**src/rtl/mc_ctrl_pkg.sv**
```systemverilog
// Shared encodings for the multi-cycle MIPS control FSM: state codes,
// supported opcodes, datapath mux selects and halt causes.
package mc_ctrl_pkg;

    typedef logic [3:0] state_t;

    localparam state_t ST_FETCH  = 4'd0;
    localparam state_t ST_DECODE = 4'd1;
    localparam state_t ST_MEMADR = 4'd2;
    localparam state_t ST_MEMRD  = 4'd3;
    localparam state_t ST_MEMWB  = 4'd4;
    localparam state_t ST_MEMWR  = 4'd5;
    localparam state_t ST_REX    = 4'd6;
    localparam state_t ST_RWB    = 4'd7;
    localparam state_t ST_IEX    = 4'd8;
    localparam state_t ST_IWB    = 4'd9;
    localparam state_t ST_BEQ    = 4'd10;
    localparam state_t ST_JMP    = 4'd11;
    localparam state_t ST_HALT   = 4'd12;

    localparam logic [5:0] OP_RTYPE = 6'h00;
    localparam logic [5:0] OP_J     = 6'h02;
    localparam logic [5:0] OP_BEQ   = 6'h04;
    localparam logic [5:0] OP_ADDI  = 6'h08;
    localparam logic [5:0] OP_LW    = 6'h23;
    localparam logic [5:0] OP_SW    = 6'h2B;

    localparam logic [1:0] ALUSRCB_B     = 2'd0;
    localparam logic [1:0] ALUSRCB_FOUR  = 2'd1;
    localparam logic [1:0] ALUSRCB_IMM   = 2'd2;
    localparam logic [1:0] ALUSRCB_IMMSH = 2'd3;

    localparam logic [1:0] ALUOP_ADD   = 2'd0;
    localparam logic [1:0] ALUOP_SUB   = 2'd1;
    localparam logic [1:0] ALUOP_FUNCT = 2'd2;

    localparam logic [1:0] PCSRC_ALU    = 2'd0;
    localparam logic [1:0] PCSRC_ALUOUT = 2'd1;
    localparam logic [1:0] PCSRC_JUMP   = 2'd2;

    localparam logic [1:0] CAUSE_NONE    = 2'd0;
    localparam logic [1:0] CAUSE_ILLEGAL = 2'd1;
    localparam logic [1:0] CAUSE_TIMEOUT = 2'd2;

    // States that hold a memory request open until mem_ready arrives.
    function automatic logic is_wait_state(input state_t s);
        return (s == ST_FETCH) || (s == ST_MEMRD) || (s == ST_MEMWR);
    endfunction

endpackage

```
**src/rtl/multicycle_ctrl_if.sv**
```systemverilog
// Control bus between the multi-cycle FSM (master) and the datapath (slave).
interface multicycle_ctrl_if;

    logic [5:0] opcode;
    logic       mem_ready;
    logic       pc_write;
    logic       pc_write_cond;
    logic       iord;
    logic       mem_read;
    logic       mem_write;
    logic       ir_write;
    logic       mem_to_reg;
    logic       reg_dst;
    logic       reg_write;
    logic       alu_src_a;
    logic [1:0] alu_src_b;
    logic [1:0] alu_op;
    logic [1:0] pc_source;
    logic       halted;
    logic [1:0] halt_cause;

    modport master (
        input  opcode, mem_ready,
        output pc_write, pc_write_cond, iord, mem_read, mem_write, ir_write,
               mem_to_reg, reg_dst, reg_write, alu_src_a, alu_src_b, alu_op,
               pc_source, halted, halt_cause
    );

    modport slave (
        output opcode, mem_ready,
        input  pc_write, pc_write_cond, iord, mem_read, mem_write, ir_write,
               mem_to_reg, reg_dst, reg_write, alu_src_a, alu_src_b, alu_op,
               pc_source, halted, halt_cause
    );

endinterface

```
**src/rtl/mc_wait_timer.sv**
```systemverilog
// Memory wait counter: counts cycles spent waiting for mem_ready and flags
// when the count has reached MAX.
module mc_wait_timer #(
    parameter int MAX = 15
) (
    input  logic clk,
    input  logic rst,
    input  logic clr_i,
    input  logic inc_i,
    output logic timeout_o
);

    localparam int W = (MAX < 1) ? 1 : $clog2(MAX + 1);
    localparam logic [W-1:0] MAX_V = W'(MAX);

    logic [W-1:0] cnt_q, cnt_d;

    // Clear wins over increment; the count never runs past MAX.
    always_comb begin
        cnt_d = cnt_q;
        if (clr_i)
            cnt_d = '0;
        else if (inc_i && (cnt_q != MAX_V))
            cnt_d = cnt_q + W'(1);
    end

    // Count register.
    always_ff @(posedge clk or posedge rst) begin
        if (rst)
            cnt_q <= '0;
        else
            cnt_q <= cnt_d;
    end

    assign timeout_o = (cnt_q == MAX_V);

endmodule

```
**src/rtl/multicycle_ctrl.sv**
```systemverilog
// Main control FSM of the multi-cycle MIPS core. Optional performance
// counters are built when MC_CTRL_PERF_EN is defined.
module multicycle_ctrl
    import mc_ctrl_pkg::*;
#(
    parameter int MEM_WAIT_MAX = 15
`ifdef MC_CTRL_PERF_EN
    , parameter int CNT_W = 32
`endif
) (
    input  logic                clk,
    input  logic                rst,
    multicycle_ctrl_if.master   bus
`ifdef MC_CTRL_PERF_EN
    , output logic [CNT_W-1:0]  cycle_cnt
    , output logic [CNT_W-1:0]  instr_cnt
`endif
);

    state_t     state_q, state_d;
    logic [1:0] cause_q, cause_d;
    logic       timeout;
    logic       wait_st;
    logic       tmo_hit;

    assign wait_st = is_wait_state(state_q);
    // A ready in the same cycle as the limit is still accepted.
    assign tmo_hit = wait_st && timeout && !bus.mem_ready;

    mc_wait_timer #(.MAX(MEM_WAIT_MAX)) u_timer (
        .clk       (clk),
        .rst       (rst),
        .clr_i     (state_d != state_q),
        .inc_i     (wait_st && !bus.mem_ready),
        .timeout_o (timeout)
    );

    // Next-state and halt-cause selection.
    always_comb begin
        state_d = state_q;
        cause_d = cause_q;
        case (state_q)
            ST_FETCH: begin
                if (bus.mem_ready) state_d = ST_DECODE;
                else if (tmo_hit) begin state_d = ST_HALT; cause_d = CAUSE_TIMEOUT; end
            end
            ST_DECODE: begin
                case (bus.opcode)
                    OP_LW, OP_SW: state_d = ST_MEMADR;
                    OP_RTYPE:     state_d = ST_REX;
                    OP_ADDI:      state_d = ST_IEX;
                    OP_BEQ:       state_d = ST_BEQ;
                    OP_J:         state_d = ST_JMP;
                    default: begin state_d = ST_HALT; cause_d = CAUSE_ILLEGAL; end
                endcase
            end
            ST_MEMADR: state_d = (bus.opcode == OP_LW) ? ST_MEMRD : ST_MEMWR;
            ST_MEMRD: begin
                if (bus.mem_ready) state_d = ST_MEMWB;
                else if (tmo_hit) begin state_d = ST_HALT; cause_d = CAUSE_TIMEOUT; end
            end
            ST_MEMWB: state_d = ST_FETCH;
            ST_MEMWR: begin
                if (bus.mem_ready) state_d = ST_FETCH;
                else if (tmo_hit) begin state_d = ST_HALT; cause_d = CAUSE_TIMEOUT; end
            end
            ST_REX:  state_d = ST_RWB;
            ST_RWB:  state_d = ST_FETCH;
            ST_IEX:  state_d = ST_IWB;
            ST_IWB:  state_d = ST_FETCH;
            ST_BEQ:  state_d = ST_FETCH;
            ST_JMP:  state_d = ST_FETCH;
            ST_HALT: state_d = ST_HALT;
            default: state_d = ST_HALT;
        endcase
    end

    // State and halt-cause registers; reset aborts any instruction in flight.
    always_ff @(posedge clk or posedge rst) begin
        if (rst) begin
            state_q <= ST_FETCH;
            cause_q <= CAUSE_NONE;
        end else begin
            state_q <= state_d;
            cause_q <= cause_d;
        end
    end

    // Strobe decode from the registered state, forced low during reset and
    // in a timeout cycle so no memory/register write escapes.
    always_comb begin
        bus.pc_write      = 1'b0;
        bus.pc_write_cond = 1'b0;
        bus.iord          = 1'b0;
        bus.mem_read      = 1'b0;
        bus.mem_write     = 1'b0;
        bus.ir_write      = 1'b0;
        bus.mem_to_reg    = 1'b0;
        bus.reg_dst       = 1'b0;
        bus.reg_write     = 1'b0;
        bus.alu_src_a     = 1'b0;
        bus.alu_src_b     = ALUSRCB_B;
        bus.alu_op        = ALUOP_ADD;
        bus.pc_source     = PCSRC_ALU;
        if (!rst && !tmo_hit) begin
            case (state_q)
                ST_FETCH: begin
                    bus.mem_read  = 1'b1;
                    bus.alu_src_b = ALUSRCB_FOUR;
                    bus.ir_write  = bus.mem_ready;
                    bus.pc_write  = bus.mem_ready;
                end
                ST_DECODE: bus.alu_src_b = ALUSRCB_IMMSH;
                ST_MEMADR: begin
                    bus.alu_src_a = 1'b1;
                    bus.alu_src_b = ALUSRCB_IMM;
                end
                ST_MEMRD: begin
                    bus.mem_read = 1'b1;
                    bus.iord     = 1'b1;
                end
                ST_MEMWB: begin
                    bus.reg_write  = 1'b1;
                    bus.mem_to_reg = 1'b1;
                end
                ST_MEMWR: begin
                    bus.mem_write = 1'b1;
                    bus.iord      = 1'b1;
                end
                ST_REX: begin
                    bus.alu_src_a = 1'b1;
                    bus.alu_op    = ALUOP_FUNCT;
                end
                ST_RWB: begin
                    bus.reg_write = 1'b1;
                    bus.reg_dst   = 1'b1;
                end
                ST_IEX: begin
                    bus.alu_src_a = 1'b1;
                    bus.alu_src_b = ALUSRCB_IMM;
                end
                ST_IWB: bus.reg_write = 1'b1;
                ST_BEQ: begin
                    bus.alu_src_a     = 1'b1;
                    bus.alu_op        = ALUOP_SUB;
                    bus.pc_write_cond = 1'b1;
                    bus.pc_source     = PCSRC_ALUOUT;
                end
                ST_JMP: begin
                    bus.pc_write  = 1'b1;
                    bus.pc_source = PCSRC_JUMP;
                end
                default: ;
            endcase
        end
    end

    assign bus.halted     = (state_q == ST_HALT);
    assign bus.halt_cause = cause_q;

`ifdef MC_CTRL_PERF_EN
    logic [CNT_W-1:0] cycle_q, instr_q;

    // Performance counters; both freeze once the FSM halts.
    always_ff @(posedge clk or posedge rst) begin
        if (rst) begin
            cycle_q <= '0;
            instr_q <= '0;
        end else begin
            if (state_q != ST_HALT)
                cycle_q <= cycle_q + CNT_W'(1);
            if ((state_d == ST_FETCH) && (state_q != ST_FETCH))
                instr_q <= instr_q + CNT_W'(1);
        end
    end

    assign cycle_cnt = cycle_q;
    assign instr_cnt = instr_q;
`endif

endmodule

```
**src/flat_wrapper.sv**
```systemverilog
// flat-port wrapper written by rule: the top's interface ports become plain ports
module multicycle_ctrl_flat import mc_ctrl_pkg::*;
#(
    parameter int MEM_WAIT_MAX = 15

)
  (clk, rst, bus_opcode, bus_mem_ready, bus_pc_write, bus_pc_write_cond, bus_iord, bus_mem_read, bus_mem_write, bus_ir_write, bus_mem_to_reg, bus_reg_dst, bus_reg_write, bus_alu_src_a, bus_alu_src_b, bus_alu_op, bus_pc_source, bus_halted, bus_halt_cause);
  multicycle_ctrl_if bus_i ();
  input  logic clk;
  input  logic rst;
  input wire logic [$bits(bus_i.opcode)-1:0] bus_opcode;
  input wire logic [$bits(bus_i.mem_ready)-1:0] bus_mem_ready;
  output wire logic [$bits(bus_i.pc_write)-1:0] bus_pc_write;
  output wire logic [$bits(bus_i.pc_write_cond)-1:0] bus_pc_write_cond;
  output wire logic [$bits(bus_i.iord)-1:0] bus_iord;
  output wire logic [$bits(bus_i.mem_read)-1:0] bus_mem_read;
  output wire logic [$bits(bus_i.mem_write)-1:0] bus_mem_write;
  output wire logic [$bits(bus_i.ir_write)-1:0] bus_ir_write;
  output wire logic [$bits(bus_i.mem_to_reg)-1:0] bus_mem_to_reg;
  output wire logic [$bits(bus_i.reg_dst)-1:0] bus_reg_dst;
  output wire logic [$bits(bus_i.reg_write)-1:0] bus_reg_write;
  output wire logic [$bits(bus_i.alu_src_a)-1:0] bus_alu_src_a;
  output wire logic [$bits(bus_i.alu_src_b)-1:0] bus_alu_src_b;
  output wire logic [$bits(bus_i.alu_op)-1:0] bus_alu_op;
  output wire logic [$bits(bus_i.pc_source)-1:0] bus_pc_source;
  output wire logic [$bits(bus_i.halted)-1:0] bus_halted;
  output wire logic [$bits(bus_i.halt_cause)-1:0] bus_halt_cause;
  assign bus_i.opcode = bus_opcode;
  assign bus_i.mem_ready = bus_mem_ready;
  assign bus_pc_write = bus_i.pc_write;
  assign bus_pc_write_cond = bus_i.pc_write_cond;
  assign bus_iord = bus_i.iord;
  assign bus_mem_read = bus_i.mem_read;
  assign bus_mem_write = bus_i.mem_write;
  assign bus_ir_write = bus_i.ir_write;
  assign bus_mem_to_reg = bus_i.mem_to_reg;
  assign bus_reg_dst = bus_i.reg_dst;
  assign bus_reg_write = bus_i.reg_write;
  assign bus_alu_src_a = bus_i.alu_src_a;
  assign bus_alu_src_b = bus_i.alu_src_b;
  assign bus_alu_op = bus_i.alu_op;
  assign bus_pc_source = bus_i.pc_source;
  assign bus_halted = bus_i.halted;
  assign bus_halt_cause = bus_i.halt_cause;
  multicycle_ctrl #(.MEM_WAIT_MAX(MEM_WAIT_MAX)) u_core (.clk(clk), .rst(rst), .bus(bus_i));
endmodule
```
**config.mk**
```make
export PLATFORM = sky130hd
export DESIGN_NAME = multicycle_ctrl_flat
export DESIGN_NICKNAME = d
export VERILOG_FILES = /design/src/rtl/mc_ctrl_pkg.sv /design/src/rtl/multicycle_ctrl_if.sv /design/src/rtl/mc_wait_timer.sv /design/src/rtl/multicycle_ctrl.sv /design/src/flat_wrapper.sv
export SDC_FILE = /design/constraint.sdc
export NUM_CORES = 1
export LEC_CHECK = 0
export BUFFER_PORTS_ARGS = -buffer_cell sky130_fd_sc_hd__buf_2
export CAP_MARGIN = 20
export CORE_AREA = 3 3 57 59
export CTS_BUF_LIST = sky130_fd_sc_hd__clkbuf_4
export CTS_CLUSTER_DIAMETER = 80
export DETAILED_ROUTE_END_ITERATION = 8
export DIE_AREA = 0 0 60 62
export GPL_TIMING_DRIVEN = 0
export REMOVE_ABC_BUFFERS = 1
export SYNTH_ARGS = -nofsm -noshare
export SYNTH_HDL_FRONTEND = slang
export SYNTH_HIERARCHICAL = 1
export SYNTH_SLANG_ARGS = --single-unit
export TNS_END_PERCENT = 10
```
**constraint.sdc**
```tcl
create_clock -name clk -period 4.5 [get_ports clk]
set_input_delay 0.45 -clock clk [delete_from_list [all_inputs] [get_ports clk]]
set_output_delay 0.45 -clock clk [all_outputs]
set_load 0.005 [all_outputs]
```
Word-level counts from Yosys, hierarchy flattened
Index checks and enable logic that the tools add are counted.
{"block": "totals", "word_cells": 90, "out_inout_bits": 19, "regBits": 10, "inputBits": 9}
{"block": "classes", "muxes": 39, "reduce_logical": 24, "n_eq_ne": 23, "addsub": 1}
{"cell": "$pmux W4 S8", "count": 1}
{"cell": "$eq A4 B4 Y1 const B", "count": 6}
{"cell": "$mux W4", "count": 6}
{"cell": "$pmux W4 S5", "count": 1}
{"cell": "$mux W1", "count": 19}
{"cell": "$eq A4 B3 Y1 const B", "count": 4}
{"cell": "$eq A6 B6 Y1 const B", "count": 2}
{"cell": "$mux W2", "count": 6}
{"cell": "$pmux W2 S2", "count": 3}
{"cell": "$eq A4 B2 Y1 const B", "count": 2}
{"cell": "$reduce_or A2 Y1", "count": 4}
{"cell": "$eq A6 B2 Y1 const B", "count": 1}
{"cell": "$eq A6 B3 Y1 const B", "count": 1}
{"cell": "$eq A6 B4 Y1 const B", "count": 1}
{"cell": "$logic_not A6 Y1", "count": 1}
{"cell": "$pmux W2 S3", "count": 1}
{"cell": "$reduce_or A3 Y1", "count": 2}
{"cell": "$reduce_or A6 Y1", "count": 1}
{"cell": "$logic_and A1 B1 Y1", "count": 5}
{"cell": "$reduce_or A5 Y1", "count": 1}
{"cell": "$add A4 B1 Y4 const B", "count": 1}
{"cell": "$eq A4 B1 Y1 const B", "count": 1}
{"cell": "$logic_not A4 Y1", "count": 1}
{"cell": "$ne A2 B2 Y1 const B", "count": 2}
{"cell": "other kinds (10)", "count": 14}

Longest topological paths before layout
{"block": "logic_depth", "ltp_word": 10, "depth_mapped": 7, "ltp_nobuf": 7}

Modules after synthesis
Netlist, hierarchy kept.
{"mod": "multicycle_ctrl", "area_per_inst_um2": 744.5, "cells_per_inst": 99, "seq_area_each_um2": 150.1, "n_inst": 1}
{"mod": "mc_wait_timer", "area_per_inst_um2": 232.7, "cells_per_inst": 21, "seq_area_each_um2": 100.1, "n_inst": 1}

Least setup slack after synthesis
OpenSTA, ideal clock, no wires.
{"block": "synth_timing", "path_type": "register -> output", "startpoint": "register u_core.state_q[1]", "endpoint": "output bus_pc_write", "path_slack_ns": 2.723, "n_path_buf": 1, "stages_incl_launch_ff": 6, "required_time_ns": 4.050, "arrival_ns": 1.327, "path_cell_list": "dfrtp_1 -> buf_2 -> nor2_1 -> nand2_1 -> mux2_2 -> nor4_1"}
{"block": "synth_via", "elab_chain_cells": 8, "word_cells_on_any_way": 12, "classes_between": "eq/ne: 3; mux: 2; reduce/logical: 7"}
{"element": "from (decl)", "line": "multicycle_ctrl.sv:20", "text": "state_t state_q, state_d;"}
{"element": "from (signal assigned)", "line": "multicycle_ctrl.sv:84", "text": "state_q <= state_d;"}
{"element": "$eq A4 B2 Y1 / $logic_not A4 Y1 (equally long branches)", "line": "mc_ctrl_pkg.sv:47, multicycle_ctrl.sv:106"}
{"element": "$logic_or A1 B1 Y1 (2 in series)", "line": "mc_ctrl_pkg.sv:47", "text": "return (s == ST_FETCH) || (s == ST_MEMRD) || (s == ST_MEMWR);"}
{"element": "$logic_and A1 B1 Y1 (2 in series)", "line": "multicycle_ctrl.sv:28", "text": "assign tmo_hit = wait_st && timeout && !bus.mem_ready;"}
{"element": "$logic_not A1 Y1", "line": "multicycle_ctrl.sv:105", "text": "if (!rst && !tmo_hit) begin"}
{"element": "$logic_and A1 B1 Y1", "line": "multicycle_ctrl.sv:105"}
{"element": "$mux W1 (*)", "line": "multicycle_ctrl.sv:105"}
{"element": "to (decl)", "line": "flat_wrapper.sv:13", "text": "output wire logic [$bits(bus_i.pc_write)-1:0] bus_pc_write;"}
Mark *: on every way between the ends. The rest lies on a longest branch, timed or not.

Final worst setup path
Ends and elaborated chain as after synthesis.

==> results.cfg <==
[status]
run_status = finished clean

[setup_path]
worst_ep_arrival_time_ns = 2.24
worst_path_max_delay_cell = sky130_fd_sc_hd__dfrtp_1
setup.worst_path.start_class = flip-flop
endpoint_kind = primary output
critical_path.n_buffers_inverters = 1
ff2ff_setup_slack_ns = 2.34
crit-reg2reg-launch = u_core/state_q[1]$_DFF_PP0_
critical_path.max_stage_delay_ns = 0.80
path_class = flip-flop to primary output
worstRegToRegCells = 6
cp.required_ns = 4.05
crit-reg2reg-capture = u_core/u_timer/cnt_q[0]$_DFFE_PP0P_
cpLargestDelayFamily = flip-flops
crit_path_cell_trace = xor2_1 > a21oi_2 > nor3b_4 > nor4_1 > buf_2
path_max_fanout = 22

[sta]
setup_tns_ns = 0
final-hold-violation-count = 0
number_of_max_slew_violations_in_the_final_report = 0
final.period_utilization = 0.598
worst-slew-pin-transition_ns = 0.712
layout_setup_ws_ns = 1.81
rsz_0062_raised_after_global_routing = no
max_freq_ghz = 0.372
setup_violating_endpoint_count_in_the_final_report = 0
maxSlewHeadroom = 0.526
fin_worst_skew_ns = 0.000499
fin_crit_ns = 2.69

[die]
ioPinCount = 28
std_cell_rows = 19
die_h_um = 62
fp.dieW_um = 60
initial_utilization = 0.354
overall_die_area_um2 = 3720
core_region_area_um2 = 2760

[cts]
cts.root.buffer_cell = sky130_fd_sc_hd__clkbuf_4
clock_tree.htree_level_count = 1
tritoncts_clock_tree = yes
clock_transition_time_at_the_flip_flop_clock_pins_of_the_worst_setup_and_hold_paths_ns = 0.07
clkLatencyLatePin_ns = 0.26
post-cts-setup-buffer-count = 0
tritoncts_num_sinks = 10
post_cts.resized_instances = 0
cts_hold_repair.buffers = 0
cts-root-to-sink-buffers = 2
numCtsBuffers = 3

[global_route]
globalRouteTotalUtil = 0.152
antenna_found_initial = 0
grt_pass1_wl_um = 4240
number_of_global_route_vias_before_repair = 875
gr-total-overflow = 0
maximum_number_of_pins_on_one_net_before_global_route_repair = 23

[logic_synthesis]
syn-mean-instance-area_um2 = 8.14
mapped_area_um2 = 977
syn_inst = 120
synth_commonest_cells = sky130_fd_sc_hd__nor2_1, sky130_fd_sc_hd__dfrtp_1, sky130_fd_sc_hd__nor3_1
synth-warning-count = 6
ys_seq_elements = 10
library_cell_with_the_highest_instance_count_after_synthesis = sky130_fd_sc_hd__nor2_1
synth_largest_type_area_fraction = 0.256
synth_flop_cell = sky130_fd_sc_hd__dfrtp_1
synth_async_sr_flop_share = 1.00
synth-edff-count = 0
netlist_top_cells_area = sky130_fd_sc_hd__dfrtp_1, sky130_fd_sc_hd__nor2_1, sky130_fd_sc_hd__nor3_1, sky130_fd_sc_hd__nor4_1, sky130_fd_sc_hd__buf_2
yosys.cell_types.count = 45
netlist.top_cell.by_area = sky130_fd_sc_hd__dfrtp_1
synth_sequential_area_ratio = 0.256

[placed_design]
place_ws_ns = 2.08
routabilityCongestion = 0.851
io_buffers = 27
detailed_place_hpwl_um = 1790

[detailed_routing]
detail_route.first_pass.iterations = 4
vias = 973
drc_violation_count_after_routing = 0
wl_um = 2390
postRouteAntennaNets = 0
route.detailed.wl_per_inst_um = 13.9
drt_iter0_drc = 31
detail_routed_via_count_per_cell = 5.69

[cells_and_area]
final_design_utilization = 0.408
antenna-diode-count = 0
filler_cell_count = 287
multiInputGateArea_um2 = 659
drive_gt1_frac = 0.314
areaGrowthSynthToFinish_pct = 15.1
area.sequential_um2 = 250
fin_nets = 151

[job]
drv.max_cap_violation_count = 0

[power_and_ir_drop]
p_leak_nw = 0.494
largest_vdd_supply_drop_v = 0.000137
power_per_cell_area_nw_per_um2 = 152

[worst_hold_path]
min-delay-path-class = input pin to async pin
## worst max-delay path by stage
stage | cells past startpoint | endpoint | from
floorplan | 4 | bus_mem_write | u_core/state_q[1]$_DFF_PP0_
global placement | 5 | bus_mem_write | u_core/state_q[1]$_DFF_PP0_
detailed placement | 5 | bus_mem_write | u_core/state_q[1]$_DFF_PP0_
CTS | 5 | bus_mem_write | u_core/state_q[1]$_DFF_PP0_
global route | 5 | bus_pc_write | u_core/state_q[1]$_DFF_PP0_
finish | 5 | bus_pc_write | u_core/state_q[1]$_DFF_PP0_
## power by group
| part | internal [W] | switching (W) | total, W | leakage, nW |
|---|---|---|---|---|
| Combinational | 0.00000618 | 0.0000107 | 0.0000169 | 0.356 |
| Sequential | 0.0000903 | 0.000000446 | 0.0000908 | 0.123 |
| Clock | 0.0000321 | 0.0000313 | 0.0000634 | 0.0154 |
## through the flow
stage                     cells  total power [W]  hold slack (ns)  instance area [um^2]
after CTS                   171         0.000175            0.145                  1120
after detailed placement    167         0.000110            0.440                  1100
final                       171         0.000171            0.156                  1120
after floorplan             109         0.000101            0.216                   925
after global placement      167         0.000109            0.432                  1100
after global routing        171         0.000182            0.167                  1120
## worst reg2reg max path: cells and delay by family (launching register included)
family / cells / cell delay [ns]
muxes: 1 / 0.27
AOI/OAI and AO/OA: 1 / 0.27
DFF: 1 / 0.80
xor gates and xnor gates: 1 / 0.23
and+or+nand+nor: 3 / 0.49
## final cells by class
class / count / share of cell area
flip-flops and latches: 10 / 0.222
multi-input cells: 95 / 0.586
clock inverters: 1 / 0.00334
clock buffers: 3 / 0.0200
well taps: 31 / 0.0345
repair buffers: 27 / 0.120
inverters: 4 / 0.0133
## placed cells by master (no fill, tap or decap), types with 2 or more instances in the layout
cell type,netlist,final
sky130_fd_sc_hd__a21o_1,2,2
sky130_fd_sc_hd__a21oi_1,5,5
sky130_fd_sc_hd__a22oi_1,3,3
sky130_fd_sc_hd__buf_2,6,27
sky130_fd_sc_hd__clkbuf_4,0,3
sky130_fd_sc_hd__dfrtp_1,10,10
sky130_fd_sc_hd__inv_1,4,4
sky130_fd_sc_hd__nand2_1,7,7
sky130_fd_sc_hd__nand2b_1,4,4
sky130_fd_sc_hd__nor2_1,12,12
sky130_fd_sc_hd__nor2b_1,4,4
sky130_fd_sc_hd__nor3_1,8,8
sky130_fd_sc_hd__nor3b_1,4,4
sky130_fd_sc_hd__nor4_1,5,5
sky130_fd_sc_hd__nor4b_1,2,2
sky130_fd_sc_hd__o21ai_0,6,6
sky130_fd_sc_hd__or2_2,4,4
sky130_fd_sc_hd__or3_1,2,2
sky130_fd_sc_hd__xor2_1,2,2
## metal layers
metal | track usage | part of all wire
met1 | 0.206 | 0.47
met3 | 0.0372 | 0.057
met5 | 0 | 0
met4 | 0.0380 | 0.0075
met2 | 0.244 | 0.46
## flip-flops by register name, summed over array words and instances (netlist names)
signal and cells:
u_core/state_q 4, u_core/bus.halt_cause 2, u_core/u_timer/cnt_q 4
## cell families after synthesis
family | Yosys count | share of synthesized area
muxes | 3 | 0.0371
buffers and inverters | 15 | 0.0691
and+or+nand+nor | 63 | 0.407
AOI/OAI and AO/OA | 26 | 0.200
DFF | 10 | 0.256
adders and majority gates | 1 | 0.0128
xor gates and xnor gates | 2 | 0.0179
(Power assumes the default switching activity.)
